==> src/rtl/compare_arbiter.sv <==
// compare_arbiter: round-robin shared comparator feeding a one-entry tagged response slot.
// Optional COMPARE_ARB_STATS_EN adds per-requester grant counters and a stall counter.
module compare_arbiter #(
  parameter int dataWidth = 32,
  parameter int selectWidth = 4,
  parameter int numRequesters = 4,
  parameter int idWidth = $clog2(numRequesters)
) (
  input  logic                               clk,
  input  logic                               reset,
  input  logic [numRequesters-1:0]           reqValid,
  output logic [numRequesters-1:0]           reqReady,
  input  logic [numRequesters*dataWidth-1:0] reqA,
  input  logic [numRequesters*dataWidth-1:0] reqB,
  input  logic [numRequesters*selectWidth-1:0] reqSelect,
  output logic                               respValid,
  input  logic                               respReady,
  output logic [idWidth-1:0]                 respId,
  output logic [dataWidth-1:0]               respData,
  output logic                               busy
`ifdef COMPARE_ARB_STATS_EN
  ,
  input  logic                               statsClear,
  output logic [numRequesters*16-1:0]        grantCount,
  output logic [15:0]                        stallCount
`endif
);
  logic [idWidth-1:0] lastGrant, winner, cand;
  logic found, slotFree, accept, result;
  logic [dataWidth-1:0] a_arr [numRequesters];
  logic [dataWidth-1:0] b_arr [numRequesters];
  logic [selectWidth-1:0] s_arr [numRequesters];
  int idx;
  for (genvar i = 0; i < numRequesters; i++) begin : g_unpack
    assign a_arr[i] = reqA[i*dataWidth +: dataWidth];
    assign b_arr[i] = reqB[i*dataWidth +: dataWidth];
    assign s_arr[i] = reqSelect[i*selectWidth +: selectWidth];
  end
  // one result bit per select code; unused codes stay 0
  function automatic logic compare(input logic [dataWidth-1:0] a, input logic [dataWidth-1:0] b,
                                   input logic [selectWidth-1:0] s);
    logic [(1<<selectWidth)-1:0] r;
    logic eq, lt, ltu;
    eq = a == b;
    lt = $signed(a) < $signed(b);
    ltu = a < b;
    r = '0;
    r[9:0] = {!ltu, !lt, !ltu && !eq, !lt && !eq, ltu || eq, lt || eq, ltu, lt, !eq, eq};
    return r[s];
  endfunction
  always_comb begin
    found = 1'b0;
    winner = '0;
    idx = 0;
    cand = '0;
    for (int k = 1; k <= numRequesters; k++) begin
      idx = (int'(lastGrant) + k) % numRequesters;
      cand = idWidth'(idx);
      if (!found && reqValid[cand]) begin
        found = 1'b1;
        winner = cand;
      end
    end
  end
  assign slotFree = !respValid || respReady;
  assign accept = found && slotFree;
  assign result = compare(a_arr[winner], b_arr[winner], s_arr[winner]);
  assign busy = respValid || (|reqValid);
  always_comb begin
    reqReady = '0;
    if (accept) reqReady[winner] = 1'b1;
  end
  always_ff @(posedge clk or posedge reset) begin
    if (reset) begin
      respValid <= 1'b0;
      respId <= '0;
      respData <= '0;
      lastGrant <= idWidth'(numRequesters - 1);
    end else if (accept) begin
      respValid <= 1'b1;
      respId <= winner;
      respData <= {{(dataWidth-1){1'b0}}, result};
      lastGrant <= winner;
    end else if (respReady) begin
      respValid <= 1'b0;
    end
  end
`ifdef COMPARE_ARB_STATS_EN
  for (genvar i = 0; i < numRequesters; i++) begin : g_stats
    logic [15:0] gcnt;
    always_ff @(posedge clk or posedge reset) begin
      if (reset) gcnt <= '0;
      else if (statsClear) gcnt <= '0;
      else if (reqValid[i] && reqReady[i] && gcnt != 16'hFFFF) gcnt <= gcnt + 16'd1;
    end
    assign grantCount[i*16 +: 16] = gcnt;
  end
  always_ff @(posedge clk or posedge reset) begin
    if (reset) stallCount <= '0;
    else if (statsClear) stallCount <= '0;
    else if (respValid && !respReady && (|reqValid) && stallCount != 16'hFFFF) stallCount <= stallCount + 16'd1;
  end
`endif
endmodule

==> config.mk <==
export PLATFORM = sky130hd
export DESIGN_NAME = compare_arbiter
export DESIGN_NICKNAME = d
export VERILOG_FILES = /design/src/rtl/compare_arbiter.sv
export SDC_FILE = /design/constraint.sdc
export NUM_CORES = 1
export LEC_CHECK = 0
export ABC_AREA = 0
export CORE_AREA = 2 2 123 125
export DETAILED_ROUTE_END_ITERATION = 7
export DIE_AREA = 0 0 125 127
export PLACE_DENSITY = 0.65
export SYNTH_ARGS = -nofsm -noshare
export SYNTH_HDL_FRONTEND = slang
export SYNTH_SLANG_ARGS = --single-unit
export TNS_END_PERCENT = 10
==> constraint.sdc <==
create_clock -name clk -period 7.98 [get_ports clk]
set_clock_uncertainty 0.05 [all_clocks]
set_input_delay 1.596 -clock clk [delete_from_list [all_inputs] [get_ports clk]]
set_output_delay 1.596 -clock clk [all_outputs]
set_load 0.02 [all_outputs]
==> results.sh, run 1 <==
export IMPL_clkTransAtPathRegs_ns=0.03
export IMPL_netlist_area_um2=3490
export IMPL_finalInstanceArea_um2=6490
export IMPL_worstPathCellList="clkdlybuf4s50_1, nand2b_1, and3b_1, or2_2, nand2_4, buf_4, nand2_1, nand3_1, o21ai_0, ha_1, a21oi_1, o21ai_1, a221o_1, or3_1, a21oi_2, xor2_1, a21oi_1, or4_1, a31oi_1"
export IMPL_clock_sinks=6
export IMPL_worstSetupPathType="in2reg"
export IMPL_drtPass1Iterations=6
export IMPL_leakage_nw=2.81
export IMPL_worstPathMaxFanout=50
export IMPL_worstPathRequired_ns=8.07
export IMPL_relSlewSlack_pct=43.2
export IMPL_cp_start_kind="primary input"
export IMPL_syn_to_final_growth_pct=85.9
export IMPL_synthCells=649
export IMPL_synth_edf_count=0
export IMPL_cts_resized=0
export IMPL_setup_tns_ns=0
export IMPL_cts_hold_buf=0
export IMPL_drv_cap=0
export IMPL_row_count=44
export IMPL_nets=1216
export IMPL_ys_ff_latch=6
export IMPL_fin_crit_ns=6.25
export IMPL_num_antenna_cells=0
export IMPL_slowest_stage="clkdlybuf4s50_1"
export IMPL_drc_errors=0
export IMPL_grt_usage_pct=18.4
export IMPL_cts_max_level=1
export IMPL_critical_path_top_delay_family="simple AND/OR/NAND/NOR gates"
export IMPL_finalCritPeriodShare_pct=78.3
export IMPL_tightest_slew_ns=0.852
export IMPL_finalWirelength_um=15900
export IMPL_fp_dieH_um=127
export IMPL_via_count=5121
export IMPL_synth_cell_type_count=47
export IMPL_worstPathArrival_ns=6.35
export IMPL_io_pins=319
export IMPL_drive_above_1_share_pct=2.77
export IMPL_place_port_buffers=287
export IMPL_hold_ws_ns=0.430
export IMPL_grt_pass1_wl_um=24300
export IMPL_routabilityCongestion=0.831
export IMPL_outcome="finished, final reports clean"
export IMPL_hold_class="reg2reg"
export IMPL_p_seq_share_pct=4.4
export IMPL_p_sw_share_pct=50.9
export IMPL_ys_warnings_count=0
export IMPL_p_clk_share_pct=7.5
export IMPL_final_cell_mix="clkdlybuf4s50_1 (287), nand2_1 (210), nor2_1 (103)"
export IMPL_grt_overflow_total=0
export IMPL_critPathMaxStageDelay_ns=0.59
export IMPL_antenna_found_initial=0
export IMPL_yosysSeqAreaShare_pct=4.37
export IMPL_clockBufferDepth=2
export IMPL_cp_end_kind="flip-flop"
export IMPL_p_comb_share_pct=88.1
export IMPL_viasPerCell=4.71
export IMPL_critPathBufInv=2
export IMPL_dpl_cell_area_um2=6420
export IMPL_syn_area_per_cell_um2=5.38
export IMPL_ant_nets=0
export IMPL_p_int_mw=0.531
export IMPL_clkLatencyLatePin_ns=0.23
export IMPL_final_core_util_pct=45.0
export IMPL_ys_flop_type="dfrtp_1"
export IMPL_synthArstFlopShare_pct=100
export IMPL_drt_iter0_markers=222
export IMPL_power_density_nw_per_um2=167
export IMPL_wl_per_cell_um=14.7
export IMPL_die_area_um2=15900
export IMPL_rsz0062_at_grt="no"
export IMPL_start_util_pct=24.2
export IMPL_die_w_um=125
export IMPL_setup_violations=0
export IMPL_hold_viol=0
export IMPL_grt_max_degree=77
export IMPL_cts_root_buf="clkbuf_16"
export IMPL_final_common_cell="clkdlybuf4s50_1"
export IMPL_cts_tree="built"
export IMPL_irDropWorstVdd_mv=0.118
export IMPL_cts_buffers=3
export IMPL_core_area_um2=14400
export IMPL_p_switching_mw=0.551
export IMPL_timing_fmax_ghz=0.160
export IMPL_grt_pass1_vias=4860
export IMPL_finalMaxSlewViolations=0
export IMPL_dp_hpwl_um=12900
export IMPL_crit_path_frequent_cell="a21oi_1"
export IMPL_cts_setup_buffers=0
[routing by layer]
metal	track usage (%)	routed length, µm	part of all wire (%)	vias to the layer above
li1	-	-	-	2650
met1	22.1	6670	42	2251
met2	35.5	8090	51	212
met3	2.43	1050	6.6	8
met4	2.42	128	0.80	0
met5	0	0	0	-
[flip-flops by register name (all words and copies together), names as in the netlist]
signal and cells:
lastGrant 2, respId 2, respData 1, respValid 1
[cell usage after synthesis (all sizes together) (2+ instances only)]
master | instances | area, µm²
mux2i | 6 | 60.1
clkbuf | 40 | 150
a31oi | 34 | 213
mux2 | 2 | 22.5
nand3 | 36 | 180
buf | 36 | 260
nor3 | 6 | 30.0
ha | 32 | 400
and3 | 33 | 206
a21o | 2 | 15.0
nand4 | 4 | 25.0
nand2b | 6 | 37.5
nor2b | 3 | 18.8
dfstp | 2 | 52.6
o211ai | 7 | 52.6
dfrtp | 4 | 100
a21oi | 15 | 82.6
o21ai | 41 | 205
nand2 | 211 | 792
a211oi | 2 | 15.0
and4 | 3 | 27.5
inv | 3 | 11.3
nor2 | 103 | 387
nor4 | 2 | 12.5
[cells by family after synthesis]
family	share of synthesized area (%)
flops	4.37
compound gates	18.7
fa+ha+maj	11.5
mux	2.36
simple gates	50.6
buf+inv	12.1
other cells	0.107
xor+xnor	0.251
[layout make-up]
cell class | instances | area, µm²
repair buffers | 297 | 2960
inverters | 3 | 11.3
clock buffers | 3 | 75.1
flip-flops and latches | 6 | 153
fillers | 1547 | 7930
well taps | 184 | 230
multi-input cells | 594 | 3060
[power by group through the flow]
stage          logic, mW  registers (mW)  clock network [mW]
2_1_floorplan      0.626          0.0521                   0
4_1_cts            0.967          0.0476              0.0831
3_5_place_dp       0.960          0.0477                   0
5_1_grt             1.08          0.0490              0.0857
6_report           0.953          0.0474              0.0816
3_3_place_gp       0.958          0.0478                   0
[worst reg2reg max path, stage by stage, from the launching register on]
cell and delay (ns):
dfstp_2 0.54, nand2b_1 0.19, and3b_1 0.28, o21a_4 0.71, nand2_1 0.17, and3_1 0.20
a31oi_1 0.27, ha_1 0.29, nand4_1 0.11, nor2_1 0.06, a221o_1 0.28, or3_1 0.43
a21oi_2 0.16, xor2_1 0.20, a21oi_1 0.06, or4_1 0.50, a31oi_1 0.17
[through the flow]
step                std cells  power (mW)  setup WS, ns
floorplan                 679       0.678          2.53
global placement         1084        1.01          1.58
detailed placement       1084        1.01          1.53
CTS                      1087        1.10          1.71
global route             1087        1.22          1.39
finish                   1087        1.08          1.73
[final timing paths]
kind                                    from           end  cells past startpoint  slack (ns)
worst min register to register     respId[1]     respId[1]                      2        0.43
max in group asynchronous              reset  lastGrant[1]                      2        6.06
min in group asynchronous              reset     respValid                      2        1.55
worst min-delay path               respId[1]     respId[1]                      2        0.43
worst max register to register  lastGrant[0]   respData[0]                     16        3.22
worst max-delay path             reqValid[1]   respData[0]                     19        1.73
(Power assumes the default switching activity.)
==> run 2, diff against run 1 <==
--- a/config.mk
+++ b/config.mk
@@ -9,7 +9,7 @@
 export CORE_AREA = 2 2 123 125
 export DETAILED_ROUTE_END_ITERATION = 7
 export DIE_AREA = 0 0 125 127
-export PLACE_DENSITY = 0.65
+export PLACE_DENSITY = 0.68
 export SYNTH_ARGS = -nofsm -noshare
 export SYNTH_HDL_FRONTEND = slang
 export SYNTH_SLANG_ARGS = --single-unit
==> constraint.sdc (replaced) <==
create_clock -name clk -period 5.55 [get_ports clk]
set_clock_uncertainty 0.05 [all_clocks]
set_input_delay 1.11 -clock clk [delete_from_list [all_inputs] [get_ports clk]]
set_output_delay 1.11 -clock clk [all_outputs]
set_load 0.02 [all_outputs]
==> run 2 against run 1 <==
  * Sequential cell count stayed put
  * Wire length is 2.8% higher
  * Hold slack worse by 0.0050 ns
  * Combinational power is 57% higher
  * Die area stayed put
  * Count of clock-buffer cells in the layout stayed put
  * Setup slack worse by 1.4 ns
  * Register-to-register slack worse by 2.1 ns
  * Global-route usage is 0.40 points higher
  * Sequential share of layout area is 0.10 points lower
  * Critical path type unchanged
  * Critical endpoint unchanged
==> results.sh, run 2 (synthesis results as in run 1) <==
export IMPL_cts_root_buf="clkbuf_16"
export IMPL_final_common_cell="clkdlybuf4s50_1"
export IMPL_wl_met3_um=1100
export IMPL_top_regs="lastGrant: 2 flops, respId: 2 flops"
export IMPL_grt_pass1_wl_um=24900
export IMPL_viasPerCell=4.75
export IMPL_drt_iter0_markers=231
export IMPL_die_area_um2=15900
export IMPL_cp_start_kind="primary input"
export IMPL_place_port_buffers=287
export IMPL_leakage_nw=2.95
export IMPL_worstPathRequired_ns=5.65
export IMPL_syn_to_final_growth_pct=94.2
export IMPL_critPathMaxStageDelay_ns=0.50
export IMPL_cp_end_kind="flip-flop"
export IMPL_dr_max_layer_used="met4"
export IMPL_die_w_um=125
export IMPL_fin_crit_ns=5.22
export IMPL_ff_latch_area_um2=153
export IMPL_drv_cap=0
export IMPL_power_density_nw_per_um2=248
export IMPL_wl_met2_um=8200
export IMPL_multi_input_area_um2=3080
export IMPL_slowest_stage="clkdlybuf4s50_1"
export IMPL_row_count=44
export IMPL_hold_ws_ns=0.425
export IMPL_final_cell_mix="clkdlybuf4s50_1 (287), nand2_1 (210), nor2_1 (103)"
export IMPL_start_util_pct=24.2
export IMPL_dp_hpwl_um=13200
export IMPL_cts_setup_buffers=0
export IMPL_fin_cells=1106
export IMPL_critical_path_top_delay_family="simple AND/OR/NAND/NOR gates"
export IMPL_via_count=5259
export IMPL_cts_buffers=3
export IMPL_critPathBufInv=2
export IMPL_clockBufferDepth=2
export IMPL_cts_max_level=1
export IMPL_worstSetupPathType="in2reg"
export IMPL_io_pins=319
export IMPL_irDropWorstVdd_mv=0.149
export IMPL_worstPathCellList="clkdlybuf4s50_1, nand2b_1, and3b_1, or2_2, nand2_8, buf_12, nand2_1, and3_1, a31oi_1, ha_1, a21oi_1, o21ai_1, a221o_1, or3_1, a21oi_2, xor2_1, a21oi_1, or4_1, a31oi_1"
export IMPL_worstPathArrival_ns=5.32
export IMPL_nets=1235
export IMPL_drive_above_1_share_pct=4.99
export IMPL_antenna_found_initial=0
export IMPL_dp_cells=1101
export IMPL_hold_class="reg2reg"
export IMPL_fin_total_pwr_mw=1.68
export IMPL_hold_viol=0
export IMPL_fin_ws_ns=0.327
export IMPL_dp_slack_ns=0.0657
export IMPL_fp_dieH_um=127
export IMPL_grt_max_degree=54
export IMPL_setup_tns_ns=0
export IMPL_finalWirelength_um=16400
export IMPL_routabilityCongestion=0.851
export IMPL_clkLatencyLatePin_ns=0.23
export IMPL_cts_tree="built"
export IMPL_drc_errors=0
export IMPL_rsz0062_at_grt="no"
export IMPL_grt_overflow_total=0
export IMPL_drtPass1Iterations=5
export IMPL_ant_nets=0
export IMPL_wl_per_cell_um=14.8
export IMPL_grt_pass1_vias=5146
export IMPL_outcome="finished, final reports clean"
export IMPL_worstPathMaxFanout=18
export IMPL_finalMaxSlewViolations=0
export IMPL_wl_met1_um=6820
export IMPL_num_fill_cells=1528
export IMPL_finalCritPeriodShare_pct=94.1
export IMPL_clock_sinks=6
export IMPL_setup_violations=0
export IMPL_timing_fmax_ghz=0.191
export IMPL_num_antenna_cells=0
export IMPL_grt_usage_pct=18.8
export IMPL_clkTransAtPathRegs_ns=0.04
export IMPL_core_area_um2=14400
-- run 2: cell types whose count changed in the layout (fill, tap and decap cells not counted), sizes merged --
cell / delta
buf: +17
clkbuf: +2
-- run 2: final timing paths --
check                        startpoint      endpoint  slack [ns]  depth (start not counted)
min                           respId[0]     respId[0]        0.43                          1
max                         reqValid[1]   respData[0]        0.33                         19
min in group asynchronous         reset     respValid        1.07                          2
min reg2reg                   respId[0]     respId[0]        0.43                          1
max reg2reg                lastGrant[1]   respData[0]        1.17                         17
max in group asynchronous         reset  lastGrant[0]        4.11                          2
-- run 2: metal layers --
metal  GRT usage [%]  vias to the layer above
met2            34.5                      207
met1            23.4                     2336
met4            3.59                        0
met3            2.89                       18
li1                -                     2698
met5               0                        -
-- run 2: final cells by class --
class | instances | share of cell area, %
Sequential cell | 6 | 2.25
Inverter | 3 | 0.166
Clock buffer | 3 | 1.11
Multi-Input combinational cell | 594 | 45.4
Timing Repair Buffer | 316 | 47.7
Tap cell | 184 | 3.39
-- run 2: timing repair --
action	4_1_cts	5_1_grt
gates resized for setup	0	4
setup endpoints to repair	0	1
hold buffers	0	0
-- run 2: report_power, final --
group          switching (mW)  internal [mW]  leakage [nW]  total, mW
Sequential            0.00971         0.0586        0.0661     0.0683
Clock                  0.0261         0.0927        0.0370      0.119
Combinational           0.794          0.704          2.85       1.50
Total                   0.830          0.855          2.95       1.68
-- run 2: metrics by stage --
stage / instance area [µm²] / util, %
after floorplan: 3610 / -
after global placement: 6630 / 46.0
after detailed placement: 6630 / 46.0
after CTS: 6710 / 46.5
after global routing: 6780 / 47.0
final: 6780 / 47.0
==> run 3, diff against run 2 <==
--- a/config.mk
+++ b/config.mk
@@ -6,6 +6,7 @@
 export NUM_CORES = 1
 export LEC_CHECK = 0
 export ABC_AREA = 0
+export CAP_MARGIN = 40
 export CORE_AREA = 2 2 123 125
 export DETAILED_ROUTE_END_ITERATION = 7
 export DIE_AREA = 0 0 125 127
==> results of run 3 <==
Final layout, timing and power as in run 2 (identical DEF).
